### config.mk
export PLATFORM = sky130hd
export DESIGN_NAME = branch_update_unit
export DESIGN_NICKNAME = d
export VERILOG_FILES = /design/src/rtl/branch_update_unit_pkg.sv /design/src/rtl/branch_update_fifo.sv /design/src/rtl/branch_update_unit.sv
export SDC_FILE = /design/constraint.sdc
export NUM_CORES = 1
export LEC_CHECK = 0
export CORE_AREA = 8 8 227 120
export CTS_BUF_LIST = sky130_fd_sc_hd__clkbuf_8 sky130_fd_sc_hd__clkbuf_16
export DETAILED_ROUTE_END_ITERATION = 12
export DIE_AREA = 0 0 235 128
export SETUP_SLACK_MARGIN = 0.5
export SYNTH_ARGS = -nofsm -noshare
export SYNTH_HDL_FRONTEND = slang
export SYNTH_SLANG_ARGS = --single-unit
### constraint.sdc
create_clock -name clk -period 3.2 [get_ports clk]
set_clock_uncertainty 0.15 [all_clocks]
set_input_delay 0.48 -clock clk [delete_from_list [all_inputs] [get_ports clk]]
set_output_delay 0.48 -clock clk [all_outputs]
set_load 0.02 [all_outputs]
### src/rtl/branch_update_unit_pkg.sv
// Shared predictor types: update FSM states, 2-bit counter constants and queue entry.
package branch_update_unit_pkg;

   localparam int unsigned ADDR_W = 32;
   localparam int unsigned CTR_W  = 2;

   typedef enum logic [1:0] {
      IDLE    = 2'd0,
      READ    = 2'd1,
      WRITE   = 2'd2,
      RELEASE = 2'd3
   } bu_state_e;

   localparam logic [CTR_W-1:0] STRONG_NT = 2'd0;
   localparam logic [CTR_W-1:0] WEAK_NT   = 2'd1;
   localparam logic [CTR_W-1:0] WEAK_T    = 2'd2;
   localparam logic [CTR_W-1:0] STRONG_T  = 2'd3;

   typedef struct packed {
      logic [ADDR_W-1:0] addr;
      logic              taken;
   } bu_entry_t;

   // Saturating step of a 2-bit bimodal counter towards the actual outcome.
   function automatic logic [CTR_W-1:0] sat_update(input logic [CTR_W-1:0] cnt, input logic taken);
      if (taken)
         return (cnt == STRONG_T) ? STRONG_T : cnt + CTR_W'(1);
      else
         return (cnt == STRONG_NT) ? STRONG_NT : cnt - CTR_W'(1);
   endfunction

endpackage

### src/rtl/branch_update_fifo.sv
// Resolved-branch queue; pointers carry an extra wrap bit to tell full from empty.
module branch_update_fifo
   import branch_update_unit_pkg::*;
#(
   parameter int unsigned DEPTH = 4
) (
   input  logic      clk,
   input  logic      rst_n,
   input  logic      push,
   input  bu_entry_t wdata,
   input  logic      pop,
   input  logic      flush,
   output bu_entry_t rdata,
   output logic      full,
   output logic      empty
);

   localparam int unsigned AW = (DEPTH > 1) ? $clog2(DEPTH) : 1;

   logic [AW:0] wr_ptr;
   logic [AW:0] rd_ptr;
   bu_entry_t   mem [DEPTH];
   logic        do_push;
   logic        do_pop;

   assign empty   = (wr_ptr == rd_ptr);
   assign full    = (wr_ptr[AW] != rd_ptr[AW]) && (wr_ptr[AW-1:0] == rd_ptr[AW-1:0]);
   assign do_push = push && !full && !flush;
   assign do_pop  = pop && !empty && !flush;
   assign rdata   = mem[rd_ptr[AW-1:0]];

   always_ff @(posedge clk or negedge rst_n) begin
      if (!rst_n) begin
         wr_ptr <= '0;
         rd_ptr <= '0;
      end else if (flush) begin
         wr_ptr <= '0;
         rd_ptr <= '0;
      end else begin
         if (do_push) wr_ptr <= wr_ptr + (AW+1)'(1);
         if (do_pop)  rd_ptr <= rd_ptr + (AW+1)'(1);
      end
   end

   always_ff @(posedge clk) begin
      if (do_push) mem[wr_ptr[AW-1:0]] <= wdata;
   end

endmodule

### src/rtl/branch_update_unit.sv
// Drains committed branch outcomes into the predictor table: read counter, update, write back.
module branch_update_unit
   import branch_update_unit_pkg::*;
#(
   parameter int unsigned FIFO_DEPTH = 4,
   parameter int unsigned CNT_W      = 16
) (
   input  logic              clk,
   input  logic              rst_n,
   input  logic              resolveValid,
   output logic              resolveReady,
   input  logic [31:0]       resolveAddr,
   input  logic              resolveTaken,
   input  logic              flush,
   output logic [31:0]       branchROBReadAddr,
   input  logic [31:0]       branchROBPredict,
   output logic              branchWriteEnable,
   output logic [1:0]        branchWriteData,
   output logic [31:0]       branchWriteAddr,
   output logic              busy,
   output logic [CNT_W-1:0]  updateCount,
   output logic [CNT_W-1:0]  mispredictCount
);

   bu_state_e         state;
   bu_entry_t         head;
   logic              fifo_full;
   logic              fifo_empty;
   logic [ADDR_W-1:0] cur_addr;
   logic              cur_taken;
   logic [CTR_W-1:0]  cur_cnt;
   logic [CTR_W-1:0]  new_cnt;
   logic              unused_predict_hi;

   assign unused_predict_hi = ^branchROBPredict[31:2];

   branch_update_fifo #(.DEPTH(FIFO_DEPTH)) u_fifo (
      .clk   (clk),
      .rst_n (rst_n),
      .push  (resolveValid),
      .wdata ('{addr: resolveAddr, taken: resolveTaken}),
      .pop   (state == IDLE),
      .flush (flush),
      .rdata (head),
      .full  (fifo_full),
      .empty (fifo_empty)
   );

   assign resolveReady = !fifo_full;
   assign busy         = (state != IDLE) || !fifo_empty;
   assign new_cnt      = sat_update(cur_cnt, cur_taken);

   always_ff @(posedge clk or negedge rst_n) begin
      if (!rst_n) begin
         state             <= IDLE;
         cur_addr          <= '0;
         cur_taken         <= 1'b0;
         cur_cnt           <= STRONG_NT;
         branchROBReadAddr <= '0;
         branchWriteEnable <= 1'b0;
         branchWriteData   <= '0;
         branchWriteAddr   <= '0;
         updateCount       <= '0;
         mispredictCount   <= '0;
      end else begin
         case (state)
            IDLE: begin
               // A flushed head never starts, matching the queue discarding it.
               if (!fifo_empty && !flush) begin
                  cur_addr          <= head.addr;
                  cur_taken         <= head.taken;
                  branchROBReadAddr <= head.addr;
                  state             <= READ;
               end
            end
            READ: begin
               cur_cnt <= branchROBPredict[1:0];
               state   <= WRITE;
            end
            WRITE: begin
               branchWriteEnable <= 1'b1;
               branchWriteData   <= new_cnt;
               branchWriteAddr   <= cur_addr;
               if (updateCount != '1)
                  updateCount <= updateCount + CNT_W'(1);
               if ((cur_cnt[1] != cur_taken) && (mispredictCount != '1))
                  mispredictCount <= mispredictCount + CNT_W'(1);
               state <= RELEASE;
            end
            RELEASE: begin
               branchWriteEnable <= 1'b0;
               state             <= IDLE;
            end
            default: state <= IDLE;
         endcase
      end
   end

endmodule

# Yosys cells after proc, flatten, opt, wreduce, memory -nomap -nowiden
# Memories as Yosys holds them, arrays and structs flattened. A register that Yosys moved wholly into a read port is not among the register bits.
# Index checks and enable logic that the tools add are counted.
[totals]
ram_bits = 132
n_memories = 1
in_bits = 69
regBits = 77
word_cells = 60
output_inout_bits = 101
[mem_list]
columns = ["name", "depth", "word_bits", "read_ports", "rd_ports_with_merged_regs", "wr", "line", "source"]
rows = [
  ["u_fifo.mem", 4, 33, 1, 1, 1, "branch_update_fifo.sv:22", "bu_entry_t mem [DEPTH];"],
]
[op_classes]
n_reduce_logical = 21
n_mux = 12
add_sub_neg = 6
n_eq_ne = 11
[ops]
columns = ["cell", "n"]
rows = [
  ["$add 16x1->16 const B", 2],
  ["$ne 16x16->1 const B", 2],
  ["$mux 3", 4],
  ["$mux 2", 4],
  ["$pmux 2 s4", 1],
  ["$reduce_bool 2->1", 4],
  ["$logic_and 1x1->1", 7],
  ["$add 3x1->3 const B", 2],
  ["$eq 2x2->1 const B", 3],
  ["$reduce_and 2->1", 3],
  ["$logic_not 1->1", 4],
  ["$logic_not 2->1", 2],
  ["$eq 3x3->1", 1],
  ["$add 2x1->2 const B", 1],
  ["$eq 2x1->1 const B", 1],
  ["$eq 2x2->1", 1],
  ["$mux 1", 2],
  ["$ne 1x1->1", 2],
  ["$ne 2x2->1 const B", 1],
  ["$pmux 1 s2", 1],
  ["$sub 2x1->2 const B", 1],
  ["$logic_or 1x1->1", 1],
]

# Logic depth before layout (Yosys ltp)
[logic_depth]
ltp_word = 7
mapped_depth = 6
mapped_depth_nobuf = 6

# Modules after synthesis
# From an unflattened synthesis, not the netlist that was laid out.
[unflattened]
hier_cells = 550
area_unflattened_um2 = 9626.7
[modules_own_cells]
columns = ["mod", "area_per_inst_um2", "n_inst", "cells_each", "seq_area_each_um2"]
rows = [
  ["branch_update_fifo", 5291.3, 1, 235, 4113.9],
  ["branch_update_unit", 4335.4, 1, 315, 2602.5],
]

# Worst setup path before layout
# OpenSTA, ideal clock, no wires.
[synth_path]
path_type = "register to register"
startpoint = "register u_fifo.rd_ptr[1]"
endpoint = "memory u_fifo.mem[0][0] in the netlist's numbering, enable pin"
stages_incl_launch_ff = 6
setup_time_ns = 0.393
path_buffers = 1
slack_ns = 0.752
t_arrival_ns = 1.905
t_required_ns = 2.657
synth_period_minus_slack_ns = 2.448
cell_sequence = "dfrtp_1 > buf_4 > xor2_2 > o31ai_1 > nor2_1 > and2_1"
[synth_via]
elab_chain_cells = 7
[synth_rtl]
columns = ["element", "line", "source"]
rows = [
  ["start: declaration", "branch_update_fifo.sv:21", "logic [AW:0] rd_ptr;"],
  ["start signal: assignment", "branch_update_fifo.sv:41", "if (do_pop) rd_ptr <= rd_ptr + (AW+1)'(1);"],
  ["$eq 2x2->1", "branch_update_fifo.sv:27", "assign full = (wr_ptr[AW] != rd_ptr[AW]) && (wr_ptr[AW-1:0] == rd_ptr[AW-1:0]);"],
  ["$logic_and 1x1->1", "branch_update_fifo.sv:27", ""],
  ["$logic_not 1->1", "branch_update_fifo.sv:28", "assign do_push = push && !full && !flush;"],
  ["$logic_and 1x1->1 (2 in series)", "branch_update_fifo.sv:28", ""],
  ["$mux 1", "branch_update_fifo.sv:46", "if (do_push) mem[wr_ptr[AW-1:0]] <= wdata;"],
  ["$mux 1 (implied by the code)", "branch_update_fifo.sv:46", ""],
  ["end: declaration", "branch_update_fifo.sv:22", ""],
]
# No other way between the ends.

# Worst setup path after layout
[layout_path]
startpoint = "register u_fifo.wr_ptr[1]"
endpoint = "output port busy"
[layout_via]
elab_chain_cells = 3
[layout_rtl]
columns = ["element", "line", "source"]
rows = [
  ["start: declaration", "branch_update_fifo.sv:20", "logic [AW:0] wr_ptr;"],
  ["start signal: assignment", "branch_update_fifo.sv:40", "if (do_push) wr_ptr <= wr_ptr + (AW+1)'(1);"],
  ["$eq 3x3->1", "branch_update_fifo.sv:26", "assign empty = (wr_ptr == rd_ptr);"],
  ["$logic_not 1->1", "branch_update_unit.sv:50", "assign busy = (state != IDLE) || !fifo_empty;"],
  ["$logic_or 1x1->1", "branch_update_unit.sv:50", ""],
  ["end: declaration", "branch_update_unit.sv:20", "output logic busy,"],
]
# No other way between the ends.

==> impl_metrics.toml <==
[status]
status = "complete, no violations"

[global_route]
grtUsageMet2_pct = 21.5
grt_pass1_vias = 5514
busiest_layer = "met2"
grt-ovfl-total = 0
grt_max_degree = 55
grtUsageMet3_pct = 4.83
grt_usage_pct = 13.7
grtUsageMet1_pct = 18.3
grt_pass1_wl_mm = 32.3
grt_antenna_before_repair = 4

[floorplanning]
rows = 41
fp.dieH_um = 128
die_w_um = 235
start_util_pct = 38.9
die-area_mm2 = 0.0301
core_mm2 = 0.0244
ios = 170

[cells_and_area]
instances_no_fill = 1019
most-common-layout-cells = "136 x clkdlybuf4s50_1, 132 x edfxtp_1, 108 x dfrtp_1"
diodes = 0
nets = 760
nFillCells = 2005
drive_gt1_share_pct = 22.8
final_common_cell = "clkdlybuf4s50_1"
syn2layout_area_growth_pct = 27.1
fin_util_pct = 49.5

[critical_path]
cp-end-kind = "output port"
r2r_end = "u_fifo.mem[3][18]"
critPathLaunch = "u_fifo.wr_ptr[1]"
cp_cell_sequence = "xor2_2, nor3_4, nand2_1, dlygate4sd2_1"
crit_type = "flip-flop to output port"
timing.reg2reg.setup_slack_ns = 0.80
critical_path_peak_fanout = 6
crit_end = "busy"
cp-start-kind = "flip-flop"
slowest_stage = "dfrtp_1"
crit_arrival_ns = 1.95
timing.rr.start = "u_fifo.wr_ptr[1]"
r2r_cells = 5
required_ns = 2.57
crit_path_max_incr_delay_ns = 0.45

[min_path]
hold_path_class = "flip-flop to flip-flop"

[sta]
max-slew-margin-rel_pct = 48.2
rsz0062_at_grt = "no"
period_minus_slack_ns = 2.58
fin_crit_sh_pct = 80.5
hold_viol = 0
fmax_mhz = 388
setup_viol = 0
tns_ns = 0
worst_slew_pin_slew_ns = 0.777
finalMaxSlewViolations = 0
holdWs_ns = 0.356

[power_and_ir_drop]
p_leak_nw = 4.54
vdd_drop_max_v = 0.000490
power_mw = 10.5
powerDensity_mw_per_mm2 = 867

[place]
io_buffers = 139
place_inst = 976
dpl.hpwl_mm = 13.4
place_congestion = 0.728

[clocking]
cts_tree = "yes"
clk_pin_slew_worst_paths_ns = 0.06
clock_latency_ns = 0.52
cts-root-buf = "clkbuf_16"
numCtsBuffers = 23
clock_sink_count = 242
cts_setup_buffers = 0
htreeDepth = 1
clockBufferDepth = 3

[drt]
drc = 0
vias = 5170
via_per_inst = 5.07
drt_pass1_iterations = 5
antenna_left = 0
wl_per_cell_um = 20.3
wl_mm = 20.7
drt-initial-drc-count = 330

[logic_synthesis]
netlist_area_mm2 = 0.00949
synth_edf_count = 132
ys_seq_elements = 242
synth_area_per_cell_um2 = 18.2
syn_nets = 600
synth.distinct_cells = 40
synthCells = 520
ys.warnings.count = 0
ys.flop_type = "edfxtp_1"
ys_seq_area_share_pct = 70.8
async_flop_share_pct = 45.5

[run]
cap_violations = 0
-- kinds of logic after synthesis --
kind of cell | synth area share, %
adders and majority gates | 1.66
AOI/OAI and AO/OA | 0.923
and+or+nand+nor | 5.29
buffers and inverters | 1.25
xor gates and xnor gates | 3.39
muxes | 16.7
DFF | 70.8
-- where the power goes --
group / switching [mW] / internal [mW]
clock network: 1.12 / 1.51
registers: 0.458 / 3.91
logic: 1.65 / 1.81
-- Yosys cell counts (3+ instances only) --
master	number	share of area, %
and3_1	3	0.20
clkbuf_1	4	0.16
mux4_2	33	7.8
xor2_1	28	2.6
nor4_1	5	0.33
edfxtp_1	132	42
nor2_1	18	0.71
o21ai_0	5	0.26
and4_1	3	0.28
nor4b_1	3	0.28
mux2_1	3	0.36
nand2_1	15	0.59
xnor2_1	5	0.46
and2_1	4	0.26
buf_2	5	0.26
ha_1	11	1.5
nor3_1	9	0.47
mux2_2	70	8.3
nand3_1	8	0.42
dfrtp_1	110	29
buf_6	3	0.36
nand4_1	12	0.79
inv_1	6	0.24
-- critical path, delay by kind of cell, from the launching register on --
family	cells	cell delay, ns
AND/OR/NAND/NOR	2	0.40
buffers and inverters	1	0.33
XOR/XNOR	1	0.25
flip-flops	1	0.45
-- sequential cells by signal, summed over array words and instances, names as in the netlist --
name	count
cur_cnt	2
updateCount	16
branchWriteEnable	1
u_fifo.rd_ptr	3
branchWriteData	2
cur_taken	1
mispredictCount	16
cur_addr	32
state	2
u_fifo.mem	132
branchWriteAddr	32
u_fifo.wr_ptr	3
-- per-layer routing --
| metal | vias to the layer above | part of all wire, % |
|---|---|---|
| met5 | - | 0.27 |
| met2 | 129 | 46 |
| li1 | 2313 | - |
| met4 | 8 | 1.1 |
| met3 | 24 | 6.8 |
| met1 | 2696 | 46 |
-- layout make-up --
cell class / instances / area, um2 / share of cell area [%]
clock buffer: 25 / 603 / 5.00
clock inverter: 17 / 125 / 1.04
timing repair buffer: 151 / 1520 / 12.6
multi-input combinational: 256 / 2670 / 22.1
tap: 322 / 403 / 3.34
inverter: 6 / 22.5 / 0.187
sequential: 242 / 6720 / 55.7
-- how the worst min path moves through the flow --
stage / start / endpoint / slack [ns] / depth (start not counted)
6_report: branchWriteAddr[19] / branchWriteAddr[19] / 0.36 / 1
5_1_grt: branchWriteAddr[19] / branchWriteAddr[19] / 0.37 / 1
4_1_cts: branchWriteAddr[15] / branchWriteAddr[15] / 0.36 / 1
3_5_place_dp: branchWriteAddr[4] / branchWriteAddr[4] / 0.35 / 1
3_3_place_gp: branchWriteAddr[5] / branchWriteAddr[5] / 0.34 / 1
2_1_floorplan: rst_n / branchWriteAddr[0] / 0.03 / 0
-- stage by stage --
stage,setup WS (ns),area [um2]
after global placement,0.662,11300
after floorplan,0.752,9490
after CTS,0.588,12100
after global routing,0.516,12100
final,0.623,12100
after detailed placement,0.623,11300
-- what timing repair did --
action / CTS / global route
setup endpoints to repair: 2 / 0
resized for setup: 3 / 0
endpoints found under the hold margin: 52 / 0
hold buffers: 1 / 0
Power figures use the tool's default switching activity.
==> edit: new RTL, same settings <==
Put one more register stage on the output `mispredictCount`, without a reset. The value now appears one clock later. The other outputs are not delayed to match.
--- a/src/rtl/branch_update_unit.sv
+++ b/src/rtl/branch_update_unit.sv
@@ -22,4 +22,6 @@
    output logic [CNT_W-1:0]  mispredictCount
 );
+
+   logic [CNT_W-1:0] mispredictCount_s0;
 
    bu_state_e         state;
@@ -62,5 +64,5 @@
          branchWriteAddr   <= '0;
          updateCount       <= '0;
-         mispredictCount   <= '0;
+         mispredictCount_s0 <= '0;
       end else begin
          case (state)
@@ -84,6 +86,6 @@
                if (updateCount != '1)
                   updateCount <= updateCount + CNT_W'(1);
-               if ((cur_cnt[1] != cur_taken) && (mispredictCount != '1))
-                  mispredictCount <= mispredictCount + CNT_W'(1);
+               if ((cur_cnt[1] != cur_taken) && (mispredictCount_s0 != '1))
+                  mispredictCount_s0 <= mispredictCount_s0 + CNT_W'(1);
                state <= RELEASE;
             end
@@ -97,4 +99,8 @@
    end
 
+   always_ff @(posedge clk) begin
+      mispredictCount <= mispredictCount_s0;
+   end
+
 endmodule
 
Formal check against the unedited RTL: same outputs for any inputs over 4 cycles, from zero or initial values and one cycle with rst_n low; that may be too few to reach the edited logic, so the function may still have changed.
==> edit against the original RTL <==
Power is 5.6% higher; worst setup slack worse by 22 ps; register-to-register slack worse by 20 ps; synthesized cell count is 4.6% higher; wire length is 1.1% higher; combinational power is 4% lower; cell area is 5.4% higher; sequential cell count is 16 higher; critical path depth is 1 lower; utilization is 2.7 points higher; non-clock buffer count is 2 higher; synthesized area is 4.3% higher; critical path type unchanged.
==> edit: results <==
<?xml version="1.0" encoding="UTF-8"?>
<metrics>
  <group name="drt">
    <metric name="route.layer.met1.wl" unit="um">9962</metric>
    <metric name="firstDrtPassIters" unit="">4</metric>
    <metric name="route.met3.wl" unit="um">987</metric>
    <metric name="routed.top_layer" unit="">met4</metric>
    <metric name="route.detailed.vias_per_inst" unit="">5.024</metric>
    <metric name="avgRoutedWirePerCell" unit="um">19.97</metric>
    <metric name="first_iteration_detailed_routing_drc_count" unit="">276</metric>
  </group>
  <group name="grt">
    <metric name="gr-usage-met2" unit="">0.2202</metric>
    <metric name="antenna_found_initial" unit="">0</metric>
    <metric name="largest_net_degree_at_the_start_of_global_routing" unit="">46</metric>
    <metric name="met3_usage_in_global_routing" unit="">0.03433</metric>
    <metric name="grt_pass1_wl" unit="um">33220</metric>
    <metric name="globalRouteMet1Util" unit="">0.1978</metric>
  </group>
  <group name="worst_setup_path">
    <metric name="timing.rr.end" unit="">u_fifo.mem[2][30]</metric>
    <metric name="timing.critical_path.fanout_max" unit="">5</metric>
    <metric name="cpPeakStageDelay" unit="ps">470</metric>
    <metric name="cpMaxStageDelayCell" unit="">sky130_fd_sc_hd__dfrtp_2</metric>
    <metric name="rrSetupSlack" unit="ps">780</metric>
    <metric name="worst_setup_path_endpoint" unit="">resolveReady</metric>
  </group>
  <group name="place">
    <metric name="finalWeightedCongestion" unit="">0.8044</metric>
    <metric name="dp.final_hpwl" unit="um">13940</metric>
    <metric name="dpl_worst_slack" unit="ps">645.9</metric>
  </group>
  <group name="power_and_ir_drop">
    <metric name="power.net_switching" unit="W">0.003391</metric>
    <metric name="power.static_leakage" unit="nW">4.771</metric>
    <metric name="peakVddDrop" unit="V">0.0003800</metric>
  </group>
  <group name="min_path">
    <metric name="timing.hold.worst_endpoint" unit="">mispredictCount[3]</metric>
    <metric name="worst_hold_path.num_cells" unit="">0</metric>
    <metric name="timing.hold.worst.start" unit="">mispredictCount_s0[3]</metric>
  </group>
  <group name="cts">
    <metric name="tritoncts.num_buffers" unit="">25</metric>
  </group>
  <group name="synth">
    <metric name="synth_async_sr_flop_share" unit="">0.4264</metric>
    <metric name="synthTopCellsByCount" unit="">sky130_fd_sc_hd__edfxtp_1 (132), sky130_fd_sc_hd__dfrtp_1 (110), sky130_fd_sc_hd__mux2_1 (69)</metric>
    <metric name="ys_seq_area_frac" unit="">0.7111</metric>
    <metric name="postSynthNetCount" unit="">624</metric>
    <metric name="yosysUniqueCellTypes" unit="">54</metric>
    <metric name="post_synth_main_area_contributors" unit="">sky130_fd_sc_hd__edfxtp_1 (40%), sky130_fd_sc_hd__dfrtp_1 (28%), sky130_fd_sc_hd__mux2_1 (7.9%), sky130_fd_sc_hd__mux4_2 (7.5%), sky130_fd_sc_hd__dfxtp_1 (3.2%)</metric>
  </group>
  <group name="sta">
    <metric name="finalWorstPathRequiredPeriod" unit="ps">2598</metric>
    <metric name="maxSlewHeadroom" unit="">0.5000</metric>
  </group>
  <group name="cells_and_area">
    <metric name="layout-drive-gt1-share" unit="">0.1639</metric>
  </group>
  <group name="outcome">
    <metric name="run_status" unit="">finished, final reports clean</metric>
  </group>
</metrics>
## edit: cell count changes in the layout (fill, tap and decap cells not counted), sizes merged, moves of 3 or more
cell / delta
xor2: -6
xnor2: +5
nand4: -5
clkinvlp: +3
a21oi: +6
dfxtp: +16
## edit: cells by family after synthesis
family / Yosys count / share of synthesized area
muxes: 108 / 0.1601
adders and majority gates: 13 / 0.01593
buffers and inverters: 27 / 0.01226
DFF: 258 / 0.7111
and+or+nand+nor: 83 / 0.05311
AOI/OAI and AO/OA: 21 / 0.01593
xor gates and xnor gates: 34 / 0.03161
## edit: worst max-delay path, delay by kind of cell, from the launching register on
family | cells | cell delay, ps
AND/OR/NAND/NOR | 1 | 400
XOR/XNOR | 1 | 230
flip-flops | 1 | 470
buffers and inverters | 1 | 350
## edit: area by class of cell
| type | count | area (um^2) |
|---|---|---|
| repair buffers | 153 | 1548 |
| multi-input cells | 259 | 2790 |
| fillers | 1946 | 11660 |
| flip-flops and latches | 258 | 7041 |
| well taps | 322 | 402.9 |
| clock buffers | 27 | 664.4 |
| inverters | 10 | 37.54 |
| clock inverters | 19 | 221.5 |
## edit: power groups by stage
stage	Sequential, W	Combinational, W	Clock [W]
6_report	0.00459	0.00333	0.00313
5_1_grt	0.00469	0.00360	0.00335
4_1_cts	0.00460	0.00341	0.00322
3_5_place_dp	0.00466	0.00339	0
3_3_place_gp	0.00462	0.00334	0
2_1_floorplan	0.00516	0.00130	0
## edit: per-stage QoR
stage	power (W)	hold WS [ps]	instance area [um^2]	cells	util
4_1_cts	0.01123	255.5	12680	1048	0.5203
3_5_place_dp	0.008059	242.6	11770	1001	0.4831
2_1_floorplan	0.006459	34.41	9907	544	-
3_3_place_gp	0.007959	244.3	11770	1001	0.4831
6_report	0.01105	252.2	12700	1048	0.5214
5_1_grt	0.01164	268.9	12700	1048	0.5214
